`src/rtl/vector_arb_pkg.sv`:
```
// vector_arb_pkg: shared types, limits and the lowest-set-bit helper for the vector arbiter.
package vector_arb_pkg;

  localparam int MAX_NREQ = 8;
  localparam int IDX_W    = 3;

  typedef enum logic {
    IDLE = 1'b0,
    PEND = 1'b1
  } state_t;

  typedef struct packed {
    logic             valid;
    logic [IDX_W-1:0] idx;
  } lowest_t;

  // Index of the lowest set bit (bit 0 is the most urgent); valid = 0 when v is empty.
  function automatic lowest_t lowest_set(input logic [MAX_NREQ-1:0] v);
    lowest_t r;
    r.valid = 1'b0;
    r.idx   = '0;
    for (int i = MAX_NREQ - 1; i >= 0; i--) begin
      if (v[i]) begin
        r.valid = 1'b1;
        r.idx   = IDX_W'(i);
      end
    end
    return r;
  endfunction

endpackage

```
`src/rtl/vector_arbiter_prio_enc.sv`:
```
// prio_enc: lowest-index-wins priority encoder, returning the index of the
// most urgent set request and whether any request is set at all.
module prio_enc
  import vector_arb_pkg::*;
#(
  parameter int N = 8
) (
  input  logic [N-1:0]     i_req,
  output logic             o_valid,
  output logic [IDX_W-1:0] o_idx
);

  lowest_t w_res;

  assign w_res   = lowest_set(MAX_NREQ'(i_req));
  assign o_valid = w_res.valid;
  assign o_idx   = w_res.idx;

endmodule

```
`src/rtl/vector_arbiter.sv`:
```
// vector_arbiter: captures interrupt request edges, arbitrates them against the
// mask and the in-service register, flags a pending interrupt on nCC and drives
// the service-routine vector onto vec while the sequencer's nVECT is low.
// Build option: define VECTOR_ARB_AUTO_EOI_EN to hold isr at zero, ignore eoi
// and drop the in-service nesting restriction.
module vector_arbiter
  import vector_arb_pkg::*;
#(
  parameter int          NREQ     = 8,
  parameter logic [11:0] VBASE    = 12'h080,
  parameter int          VSTRIDE  = 4,
  parameter logic [11:0] SPURIOUS = 12'h07C
) (
  input  logic            clk,
  input  logic            reset,
  input  logic [NREQ-1:0] irq,
  input  logic            mask_we,
  input  logic [NREQ-1:0] mask_din,
  input  logic            eoi,
  input  logic            nVECT,
  output logic [11:0]     vec,
  output logic            nCC,
  output logic [NREQ-1:0] ack,
  output logic [NREQ-1:0] isr,
  output logic [NREQ-1:0] mask
);

  state_t           r_state;
  state_t           w_state_next;
  logic [IDX_W-1:0] r_win;
  logic [NREQ-1:0]  r_irq_q;
  logic [NREQ-1:0]  r_pending;
  logic [NREQ-1:0]  r_mask;
  logic [NREQ-1:0]  r_isr;
  logic [NREQ-1:0]  r_ack;

  logic [NREQ-1:0]  w_edge;
  logic [NREQ-1:0]  w_allow;
  logic [NREQ-1:0]  w_eligible;
  logic [NREQ-1:0]  w_win_oh;
  logic [NREQ-1:0]  w_consume_oh;
  logic [NREQ-1:0]  w_pending_next;
  logic [NREQ-1:0]  w_isr_next;
  logic             w_win_valid;
  logic [IDX_W-1:0] w_win_idx;
  logic             w_consume;
  logic             w_withdraw;

  assign w_edge = irq & ~r_irq_q;

`ifdef VECTOR_ARB_AUTO_EOI_EN
  assign w_allow    = '1;
  assign w_isr_next = '0;
`else
  logic             w_isr_valid;
  logic [IDX_W-1:0] w_isr_idx;
  logic [NREQ-1:0]  w_isr_low_oh;

  // The lowest set isr bit is both the innermost active service and the eoi target.
  prio_enc #(.N(NREQ)) u_isr_enc (
    .i_req   (r_isr),
    .o_valid (w_isr_valid),
    .o_idx   (w_isr_idx)
  );

  assign w_isr_low_oh = NREQ'(1) << w_isr_idx;
  // Only requests strictly more urgent than the innermost active service may nest.
  assign w_allow      = w_isr_valid ? (w_isr_low_oh - NREQ'(1)) : '1;
  // eoi retires first, then a consumption in the same cycle marks its own bit.
  assign w_isr_next   = (r_isr & ~((eoi && w_isr_valid) ? w_isr_low_oh : '0)) | w_consume_oh;
`endif

  assign w_eligible = r_pending & ~r_mask & w_allow;

  prio_enc #(.N(NREQ)) u_win_enc (
    .i_req   (w_eligible),
    .o_valid (w_win_valid),
    .o_idx   (w_win_idx)
  );

  assign w_win_oh     = NREQ'(1) << r_win;
  assign w_consume    = (r_state == PEND) && !nVECT;
  // Withdrawal only applies when the sequencer is not taking the vector this cycle.
  assign w_withdraw   = (r_state == PEND) && nVECT &&
                        ((mask_we && |(mask_din & w_win_oh)) || ~|(r_pending & w_win_oh));
  assign w_consume_oh = w_consume ? w_win_oh : '0;
  // A fresh edge on the winner's line re-arms it even while it is being consumed.
  assign w_pending_next = (r_pending & ~w_consume_oh) | w_edge;

  // Next-state: offer the frozen winner until it is consumed or withdrawn.
  always_comb begin
    w_state_next = r_state;
    case (r_state)
      IDLE: if (w_win_valid) w_state_next = PEND;
      PEND: if (w_consume || w_withdraw) w_state_next = IDLE;
    endcase
  end

  // State and register update; the winner index is frozen on entry to PEND.
  always_ff @(posedge clk) begin
    if (reset) begin
      r_state   <= IDLE;
      r_win     <= '0;
      r_irq_q   <= '0;
      r_pending <= '0;
      r_mask    <= '1;
      r_isr     <= '0;
      r_ack     <= '0;
    end else begin
      r_state   <= w_state_next;
      if (r_state == IDLE && w_win_valid) begin
        r_win <= w_win_idx;
      end
      r_irq_q   <= irq;
      r_pending <= w_pending_next;
      if (mask_we) begin
        r_mask <= mask_din;
      end
      r_isr     <= w_isr_next;
      r_ack     <= w_consume_oh;
    end
  end

  assign nCC  = (r_state != PEND);
  assign vec  = (r_state == PEND) ? (VBASE + 12'(r_win) * 12'(VSTRIDE)) : SPURIOUS;
  assign ack  = r_ack;
  assign isr  = r_isr;
  assign mask = r_mask;

endmodule

```
`config.mk`:
```
export PLATFORM = sky130hd
export DESIGN_NAME = vector_arbiter
export DESIGN_NICKNAME = d
export VERILOG_FILES = /design/src/rtl/vector_arb_pkg.sv /design/src/rtl/vector_arbiter_prio_enc.sv /design/src/rtl/vector_arbiter.sv
export SDC_FILE = /design/constraint.sdc
export NUM_CORES = 1
export LEC_CHECK = 0
export CORE_MARGIN = 2
export CORE_UTILIZATION = 42
export CTS_CLUSTER_SIZE = 24
export DETAILED_ROUTE_END_ITERATION = 8
export HOLD_SLACK_MARGIN = 0.02
export PLACE_DENSITY = 0.79
export SYNTH_ARGS = -nofsm -noshare
export SYNTH_HDL_FRONTEND = slang
export SYNTH_SLANG_ARGS = --single-unit
```
`constraint.sdc`:
```
create_clock -name clk -period 2.5 [get_ports clk]
set_clock_uncertainty 0.05 [all_clocks]
set_input_delay 0.5 -clock clk [delete_from_list [all_inputs] [get_ports clk]]
set_output_delay 0.5 -clock clk [all_outputs]
set_load 0.02 [all_outputs]
```
==> metrics.csv <==
metric,value,unit
power,1.63,mW
tightest_slew,501,ps
rsz0062_at_grt,true,
fin_crit_sh,99.1,%
drt-pass1-iter-count,4,
clock_latency,300,ps
track_usage,19.3,%
cp.arrival,2620,ps
peakVddDrop,0.000291,V
final_hold_viol_count,0,
min_period,2480,ps
finalMaxSlewViolations,0,
die_area,0.00527,sq mm
synth-edff-count,0,
synth_top_cell_area_share,44.6,%
netlist_area,0.00198,sq mm
cts-buffers-inserted,5,
min_from,r_irq_q[3]$_SDFF_PP0_,
grt_antenna_before_repair,0,
max_cap_violations,0,
maxSlewHeadroom,66.5,%
dp_hpwl,3720,microns
critPathMaxFanout,5,
gp_congestion,0.864,
syn_inst,210,
outcome,finished clean,
routed_via_density,5.41,
portBuffers,51,
clock_path_buffers,2,
synth_cell_type_count,44,
critPathKind,reg2reg,
layout.nets,294,
yosysTopAreaCell,dfxtp_1,
async_reset_ff_share,0,%
ant_nets,0,
num_vias,1757,
cts.sinks,44,
worstReg2RegStart,isr[6]$_SDFF_PP0_,
avgRoutedWirePerCell,15.2,microns
leakage,1.11,nW
fmax,404,MHz
grt_pass1_vias,1660,
power_density,584,mW/mm^2
grt.overflow.total,0,
drt-initial-drc-count,93,
setup_violations,0,
die_h,72.6,microns
synth_top_cells_by_count,"dfxtp_1, nand2_1, nand2b_1, a21oi_1, nor2b_1",
syn_avg_cell_area,9.41,sq um
root_buffer,clkbuf_8,
syn2layout_area_growth,41.6,%
dp.cells,315,
stdcell_count,325,
diodes,0,
grt_pass1_wl,7740,microns
rows,24,
die_width,72.6,microns
ys_seq_elements,44,
layout-drive-gt1-share,19.8,%
cp-startpoint,isr[6]$_SDFF_PP0_,
worstSetupStartpointType,flip-flop,
ys_warn_count,0,
synth_most_common_cell,dfxtp_1,
cts_tree,yes,
core,0.00444,sq mm
grt_max_degree,19,
drcViolationCount,0,
cp.required,2640,ps
worstSetupEndpointType,flip-flop,
synth_area_leaders,"dfxtp_1, nand2b_1, mux4_2",
path_clk_slew,80,ps
start_util,44.5,%
ys.flop_type,dfxtp_1,
io_pins,58,
hold_class,reg2reg,
ys_seq_area_share,44.6,%
hold_buffers,0,
totalWireLength,4930,microns
final.setup.tns,0,ps
htreeDepth,2,
stage by stage:
| stage | area, sq um | hold slack, ps | worst slack (ps) | utilization [%] |
|---|---|---|---|---|
| after global routing | 2800 | 452 | -72.6 | 63.0 |
| after CTS | 2720 | 435 | 11.1 | 61.2 |
| after global placement | 2580 | 420 | 13.3 | 58.2 |
| after detailed placement | 2580 | 423 | -57.9 | 58.2 |
| final | 2800 | 435 | 21.7 | 63.0 |
| after floorplan | 2000 | 404 | 10.5 | - |
area by class of cell:
cell class / instances / area (sq um)
clock buffer: 7 / 96.3
timing repair buffer: 68 / 638
clock inverter: 1 / 30.0
sequential: 44 / 885
tap: 52 / 65.1
multi-input combinational: 147 / 1060
fill: 382 / 1640
inverter: 6 / 22.5
critical path, cell delays in order, from the launching register on:
cell and delay [ps]:
dfxtp_4 350, buf_4 130, or4_4 490, nand2_2 80, nand2_2 60, ha_4 180, mux2_2 260, nand4b_1 160
nand3_2 120, o21ai_2 180, mux2_4 310
worst paths after layout:
kind / endpoint / slack, ps / cells past startpoint
max: r_win[0]$_SDFFE_PP0P_ / 20 / 10
min: r_pending[3]$_SDFF_PP0_ / 430 / 2
max reg2reg: r_win[0]$_SDFFE_PP0P_ / 20 / 10
min reg2reg: r_pending[3]$_SDFF_PP0_ / 430 / 2
cell families after synthesis:
group / after synthesis / share of synthesized area (%)
flip-flops: 44 / 44.6
multiplexers: 16 / 11.1
adder cells (fa/ha/maj): 1 / 0.633
AND/OR/NAND/NOR: 78 / 22.2
buffers and inverters: 24 / 6.33
other: 1 / 0.190
AO/OA/AOI/OAI: 46 / 15.1
report_power, final:
part	total (mW)	switching (mW)	internal, mW
clock network	0.582	0.230	0.352
registers	0.761	0.0282	0.733
logic	0.292	0.141	0.150
total	1.63	0.399	1.24
layout by cell type (no fill, tap or decap), drive strengths merged, types with 7 or more instances in the layout:
| cell type | synthesis | routed |
|---|---|---|
| clkdlybuf4s50 | 0 | 51 |
| dfxtp | 44 | 44 |
| nand2 | 18 | 18 |
| nand2b | 17 | 17 |
| buf | 11 | 17 |
| a21oi | 14 | 14 |
| nor2b | 11 | 11 |
| o21ai | 10 | 10 |
| mux2i | 8 | 8 |
| clkbuf | 7 | 7 |
flip-flops by register name, summed over array words and instances (netlist names):
name,flops
r_pending,8
r_state,1
isr,8
r_irq_q,8
mask,8
r_win,3
ack,8
what timing repair did:
| item | 4_1_cts | 5_1_grt |
|---|---|---|
| buffers inserted | 0 | 2 |
| endpoints found under the setup margin | 1 | 4 |
| pin swaps | 0 | 4 |
| resized for setup | 2 | 12 |
metal layers:
metal / vias to the layer above / GRT usage, % / routed length (microns)
li1: 865 / - / -
met3: 14 / 3.87 / 290
met5: - / 0 / 0
met2: 62 / 32.3 / 2430
met1: 816 / 23.6 / 2090
met4: 0 / 9.26 / 119
Note: power is estimated with default switching activity, not from simulation.
